<file path="src/rtl/debug_monitor.sv">
// Single-step / free-run controller for a soft core, with snapshot and event
// counters published to an LCD slot map.
module debug_monitor #(
    parameter logic [31:0] RUN_DIV = 32'd50_000_000
) (
    input  logic        clock,
    input  logic        resetn,
    input  logic        input_valid,
    input  logic [31:0] input_value,
    input  logic [31:0] pc,
    input  logic [31:0] inst,
    input  logic [31:0] dmem_addr,
    input  logic [31:0] dmem_wdata,
    input  logic        dmem_wen,
    input  logic        exit,
    input  logic [5:0]  display_number,
    output logic        cpu_ce,
    output logic        display_valid,
    output logic [39:0] display_name,
    output logic [31:0] display_value
);

    localparam logic [1:0] S_HALT = 2'd0;
    localparam logic [1:0] S_STEP = 2'd1;
    localparam logic [1:0] S_RUN  = 2'd2;
    localparam logic [1:0] S_DONE = 2'd3;

    logic [1:0]  state;
    logic [31:0] div_cnt;
    logic [31:0] pc_snap;
    logic [31:0] inst_snap;
    logic [31:0] daddr_snap;
    logic [31:0] wdata_snap;
    logic [31:0] cycle_cnt;
    logic [31:0] store_cnt;

    // Command handshake: input_valid is a one-cycle strobe with no ready/back-
    // pressure; input_value is looked at only in a cycle where input_valid=1,
    // and a command that the current state does not accept is simply dropped.
    logic cmd_step;
    logic cmd_run;
    logic cmd_halt;
    logic div_last;

    assign cmd_step = input_valid && (input_value == 32'd1);
    assign cmd_run  = input_valid && (input_value == 32'd2);
    assign cmd_halt = input_valid && (input_value == 32'd3);
    assign div_last = (div_cnt == (RUN_DIV - 32'd1));

    // Decoded from registers only so the core enable never glitches on inputs.
    assign cpu_ce = (state == S_STEP) || ((state == S_RUN) && div_last);

    always_ff @(posedge clock) begin
        if (!resetn) begin
            state   <= S_HALT;
            div_cnt <= 32'd0;
        end else if (exit) begin
            state   <= S_DONE;
            div_cnt <= 32'd0;
        end else begin
            case (state)
                S_HALT: begin
                    if (cmd_step) begin
                        state <= S_STEP;
                    end else if (cmd_run) begin
                        state   <= S_RUN;
                        div_cnt <= 32'd0;
                    end
                end
                S_STEP: begin
                    state <= S_HALT;
                end
                S_RUN: begin
                    if (cmd_halt) begin
                        state   <= S_HALT;
                        div_cnt <= 32'd0;
                    end else if (div_last) begin
                        div_cnt <= 32'd0;
                    end else begin
                        div_cnt <= div_cnt + 32'd1;
                    end
                end
                default: begin
                    state <= S_DONE;
                end
            endcase
        end
    end

    // Snapshots hold the operands the core sees before the enabled step.
    always_ff @(posedge clock) begin
        if (!resetn) begin
            pc_snap    <= 32'd0;
            inst_snap  <= 32'd0;
            daddr_snap <= 32'd0;
            wdata_snap <= 32'd0;
            cycle_cnt  <= 32'd0;
            store_cnt  <= 32'd0;
        end else if (cpu_ce) begin
            pc_snap    <= pc;
            inst_snap  <= inst;
            daddr_snap <= dmem_addr;
            wdata_snap <= dmem_wdata;
            cycle_cnt  <= cycle_cnt + 32'd1;
            if (dmem_wen) begin
                store_cnt <= store_cnt + 32'd1;
            end
        end
    end

    always_ff @(posedge clock) begin
        if (!resetn) begin
            display_valid <= 1'b0;
            display_name  <= 40'd0;
            display_value <= 32'd0;
        end else begin
            display_valid <= 1'b1;
            case (display_number)
                6'd1: begin
                    display_name  <= "   PC";
                    display_value <= pc_snap;
                end
                6'd2: begin
                    display_name  <= " INST";
                    display_value <= inst_snap;
                end
                6'd3: begin
                    display_name  <= "DADDR";
                    display_value <= daddr_snap;
                end
                6'd4: begin
                    display_name  <= "WDATA";
                    display_value <= wdata_snap;
                end
                6'd5: begin
                    display_name  <= "CYCLE";
                    display_value <= cycle_cnt;
                end
                6'd6: begin
                    display_name  <= "STORE";
                    display_value <= store_cnt;
                end
                6'd7: begin
                    display_name  <= "STATE";
                    display_value <= {30'd0, state};
                end
                default: begin
                    display_valid <= 1'b0;
                    display_name  <= 40'd0;
                    display_value <= 32'd0;
                end
            endcase
        end
    end

endmodule

</file>
<file path="config.mk">
export PLATFORM = sky130hd
export DESIGN_NAME = debug_monitor
export DESIGN_NICKNAME = d
export VERILOG_FILES = /design/src/rtl/debug_monitor.sv
export SDC_FILE = /design/constraint.sdc
export NUM_CORES = 1
export LEC_CHECK = 0
export ABC_CLOCK_PERIOD_IN_PS = 8600
export CAP_MARGIN = 20
export CORE_ASPECT_RATIO = 2
export CORE_MARGIN = 1.5
export CORE_UTILIZATION = 56
export CTS_CLUSTER_SIZE = 10
export DETAILED_ROUTE_END_ITERATION = 10
export PLACE_DENSITY = 0.86
export SYNTH_ARGS = -nofsm -noshare
export SYNTH_HDL_FRONTEND = slang
export SYNTH_SLANG_ARGS = --single-unit
</file>
<file path="constraint.sdc">
create_clock -name clock -period 8.6 [get_ports clock]
set_clock_uncertainty 0.1 [all_clocks]
set_input_delay 1.72 -clock clock [delete_from_list [all_inputs] [get_ports clock]]
set_output_delay 1.72 -clock clock [all_outputs]
set_load 0.03 [all_outputs]
</file>
Word-level counts from Yosys, hierarchy flattened
Cells that the tools add are included.
{ "totals": {"inputBits": 171, "wordCells": 57, "output_inout_bits": 74, "regBits": 299} }
{ "op_classes": {"bitwise": 1, "mux": 13, "addsub": 3, "n_reduce_logical": 12, "n_eq_ne": 17} }
{ "op_table": {"columns": ["cell", "count"], "rows": [
  ["39-bit one-hot mux with 7 select lines", 1],
  ["32-bit one-hot mux with 7 select lines", 1],
  ["32-bit 2-to-1 mux", 4],
  ["32-bit by 1-bit adder with 32-bit output, second input constant", 3],
  ["32-bit by 2-bit equality test with 1-bit output, second input constant", 2],
  ["32-bit one-hot mux with 2 select lines", 1],
  ["32-bit by 1-bit equality test with 1-bit output, second input constant", 1],
  ["32-bit by 26-bit equality test with 1-bit output, second input constant", 1],
  ["6-bit by 3-bit equality test with 1-bit output, second input constant", 4],
  ["6-bit by 2-bit equality test with 1-bit output, second input constant", 2],
  ["2-bit 2-to-1 mux", 4],
  ["7-bit OR reduction", 1],
  ["6-bit by 1-bit equality test with 1-bit output, second input constant", 1],
  ["2-bit one-hot mux with 3 select lines", 1],
  ["1-bit logical AND", 4],
  ["2-bit inequality test, second input constant", 2],
  ["4-bit inequality test, second input constant", 1],
  ["2-bit AND reduction", 2],
  ["3-bit inequality test, second input constant", 1],
  ["3-bit AND reduction", 1],
  ["2-bit by 1-bit equality test with 1-bit output, second input constant", 1],
  ["2-bit equality test, second input constant", 1],
  ["2-bit logical NOT", 1],
  ["2-bit nonzero test", 1],
  ["other kinds (4)", 4]
]} }

Depth between registers and ports, before layout
{ "depth": {"depth_word": 6, "mapped_depth": 10, "depth_no_buf": 8} }

Worst setup path before layout
Ideal clock, no wire load.
{ "synth_timing": {"path_type": "reg2out", "start": "reg div_cnt[0]", "end": "out cpu_ce", "arrival_ns": 2.396, "t_required_ns": 6.780, "n_path_buf": 2, "stages_incl_launch_ff": 8, "slack_ns": 4.384, "path_cell_list": "dfxtp_1 > ha_1 > nand3_1 > or4_4 > o41a_4 > inv_2 > buf_2 > clkbuf_1"} }
{ "synth_between": {"elab_chain_len": 3} }
{ "synth_rtl": {"columns": ["item", "line_no", "text"], "rows": [
  ["start, declared", "29", "logic [31:0] div_cnt;"],
  ["start signal, assigned", "80", "div_cnt <= div_cnt + 32'd1;"],
  ["32-bit by 26-bit equality test with 1-bit output", "48", "assign div_last = (div_cnt == (RUN_DIV - 32'd1));"],
  ["1-bit logical AND", "51", "assign cpu_ce = (state == S_STEP) || ((state == S_RUN) && div_last);"],
  ["1-bit logical OR", "51", null],
  ["end, declared", "17", "output logic cpu_ce,"]
]} }
Every way passes these cells.

Final worst setup path
Same ends and word-level chain as after synthesis.

==> summary.txt <==
Power and ir drop
  • Worst IR Drop VDD: around 0.0002 V
  • Leak: ~0.0054 uW
  • Power per cell area: ~180 nW/um2
  • Total power: roughly 2900 uW

Floorplanning
  • Die height: roughly 210 um
  • Die width: ~110 um
  • Die area: 23270 um2
  • Ports: ~250
  • Core area: around 22000 um2
  • Row cnt: between 70 and 80
  • Initial core utilization: between 50% and 60%

Synthesis
  • Number of synthesized flops with an enable pin: 0
  • Mapped Cells: between 1.5k and 2k
  • Synthesized flop and latch total: 280
  • Dominant synthesized flop cell: dfxtp_1
  • Sequential share of the synthesized area: approximately 45%
  • Synthesis Warnings: 0
  • Post-Synthesis Cell Area: roughly 12000 um2
  • FFs w/ async S/R, synth: 0%
  • Syn Area/Cell: about 8.0 um2
  • Unique cell type count in the Yosys netlist: 56

STA
  • Pins Over Slew Limit: 0
  • Worst slew margin: 33.59%
  • Setup TNS: 0 ns
  • Period minus WS final: 6.225 ns
  • Setup violators final: 0
  • Final Cycle Share: between 70% and 80%
  • Fin Hold WS: about 0.35 ns
  • RSZ-0062 raised after global routing: false
  • Fmax: 160.6 MHz
  • Final Hold Fails: 0
  • Worst-Margin Slew: approximately 1 ns

Clock network
  • Setup Fix Bufs, Post-CTS: 0
  • CTS tree: built
  • Post-CTS Resized: 0
  • Total CTS buffers: 31
  • Longest Clk Path Bufs: 3
  • H-tree depth: 1
  • Sink Count: between 200 and 300
  • CTS hold repair buffers: 0
  • Skew-Pair Late Insertion Delay: a little under 0.6 ns
  • Clock root buffer master: clkbuf_16
  • Clock-pin transition on the worst setup and hold timing paths: approximately 0.060 ns

Cells and area
  • Layout cell share with drive strength beyond 1: between 5 and 6%
  • Layout Cells excl Fill: 2012
  • Nets: ~1.9k
  • P&R area growth vs syn: 24.84%

Global route
  • First-pass GRT wire length: 59.20 mm
  • Initial antenna violation count: 1
  • Largest net degree at the start of global routing: ~120
  • Vias in the first global route: around 12k
  • Grt total ovfl: 0
  • Overall global routing resource usage: between 30% and 40%

Run
  • Maxcap violations: 0

Route
  • DR vias: between 10k and 15k
  • WL per Instance: 19.10 um
  • Remaining DRCs: 0
  • Post-route ant nets: 0
  • Routed WL: between 30 and 40 mm
  • DRT iter0 DRCs: between 1k and 1.5k
  • Vias per inst: 5.988
  • Iteration count of the initial detailed-routing pass: 5

Placement
  • Dpl cells: ~2k
  • GPL Wtd Cong: 0.9263
  • Number of port buffers: approximately 230
  • HPWL Detailed: 26.13 mm

Critical path
  • CP endpoint kind: primary output
  • CP arrival: about 4.4 ns
  • Critical Path RT: 6.78 ns
  • Crit path kind: flop to primary output
  • Worst Path Max Fanout: between 90 and 100
  • Type of origin of the critical path: flop

Hold path
  • Hold crit path type: flop to flop

Outcome
  • Status: finished clean
[synthesized netlist by cell type, types with 3 or more instances]
master / n / share of area [%]
nand3_1: 52 / 2.1
nand2b_1: 6 / 0.30
or3_1: 18 / 0.90
buf_4: 19 / 1.1
nand4_1: 33 / 1.7
buf_1: 3 / 0.090
a31oi_1: 3 / 0.15
a22oi_1: 33 / 2.0
mux2_2: 31 / 2.8
and2_1: 12 / 0.60
mux2i_1: 37 / 3.0
o21ai_0: 63 / 2.5
nor4b_1: 5 / 0.35
o41ai_1: 3 / 0.21
or4_1: 9 / 0.54
and3_1: 22 / 1.1
nor2_1: 72 / 2.2
inv_1: 32 / 0.96
xnor2_1: 23 / 1.6
ha_1: 6 / 0.60
or2_2: 5 / 0.25
buf_2: 12 / 0.48
o21a_1: 4 / 0.24
nor4_1: 22 / 1.1
o31ai_1: 9 / 0.54
o32ai_1: 4 / 0.28
a21oi_1: 189 / 7.6
dfxtp_1: 280 / 45
nor3_1: 23 / 0.92
nand2_1: 376 / 11
clkbuf_1: 90 / 2.7
and4_1: 11 / 0.77
xor2_1: 24 / 1.7
o31a_1: 4 / 0.28
o311ai_0: 4 / 0.28
[metrics by stage]
step	setup WS [ns]	area, um2	utilization [%]
2_1_floorplan	4.384	12530	-
6_report	2.375	15600	71.01
5_1_grt	2.224	15600	71.01
3_5_place_dp	3.021	14770	67.25
3_3_place_gp	3.066	14770	67.25
4_1_cts	2.415	15570	70.88
[registers in the layout, indices dropped and copies added (netlist names)]
name	cells
store_cnt	32
div_cnt	32
pc_snap	32
wdata_snap	32
inst_snap	32
display_value	32
display_name	22
cycle_cnt	32
state	2
daddr_snap	32
[worst paths after layout]
| kind | startpoint | endpoint | slack, ns | depth (start not counted) |
|---|---|---|---|---|
| worst max-delay path | div_cnt[0]$_SDFFE_PP0P_ | cpu_ce | 2.37 | 6 |
| worst min-delay path | daddr_snap[5]$_SDFFE_PN0P_ | daddr_snap[5]$_SDFFE_PN0P_ | 0.35 | 2 |
| worst max register to register | div_cnt[0]$_SDFFE_PP0P_ | inst_snap[4]$_SDFFE_PN0P_ | 4.20 | 8 |
| worst min register to register | daddr_snap[5]$_SDFFE_PN0P_ | daddr_snap[5]$_SDFFE_PN0P_ | 0.35 | 2 |
[where the power goes]
group | switching [uW] | internal, uW
sequential | 29.1 | 1350
clock | 506 | 631
combinational | 206 | 149
[worst max-delay path: stages, from the launching register on]
cell	delay [ns]
dfxtp_1	0.37
ha_1	0.20
nand3_1	0.13
or4_4	0.60
o41a_4	0.84
inv_4	0.79
clkdlybuf4s50_1	0.82
[layout make-up]
| cell class | count | area (um2) |
|---|---|---|
| diodes | 1 | 2.502 |
| repair buffers | 249 | 2462 |
| multi-input cells | 1140 | 6255 |
| well taps | 276 | 345.3 |
| clock buffers | 31 | 775.7 |
| flip-flops and latches | 280 | 5605 |
| inverters | 34 | 132.6 |
| clock inverters | 1 | 20.02 |
| fillers | 1736 | 6367 |
[metal layers]
metal,vias up,part of all wire [%],track usage [%]
met5,-,0,0
met4,0,8.8,25.35
met3,184,5.7,3.739
met1,5636,34,33.01
met2,537,52,57.67
li1,5691,-,-
[kinds of logic after synthesis]
family                   share of synthesized area (%)
flip-flops                                       44.86
AND/OR/NAND/NOR                                  25.01
multiplexers                                     5.758
buffers and inverters                            5.438
adder cells (fa/ha/maj)                         0.6008
AO/OA/AOI/OAI                                    15.00
XOR/XNOR                                         3.295
other                                          0.03001
[placed cells by master, fill, tap and decap left out, drive strengths merged, types with 4 or more instances in the layout]
| master | n |
|---|---|
| conb | 11 |
| or2 | 5 |
| o31a | 4 |
| o311ai | 4 |
| xnor2 | 23 |
| nand3 | 52 |
| and4 | 11 |
| a21oi | 189 |
| xor2 | 24 |
| o31ai | 10 |
| o32ai | 4 |
| inv | 35 |
| mux2 | 31 |
| clkdlybuf4s50 | 231 |
| ha | 6 |
| o21a | 4 |
| nor4 | 22 |
| buf | 18 |
| nand2 | 376 |
| nor3 | 23 |
| nor4b | 5 |
| or3 | 18 |
| clkbuf | 31 |
| a22oi | 33 |
| or4 | 11 |
| and2 | 13 |
| and3 | 22 |
| nor2 | 72 |
| o21ai | 63 |
| dfxtp | 280 |
| nand4 | 34 |
| mux2i | 37 |
| nand2b | 6 |
(Power assumes the default switching activity.)
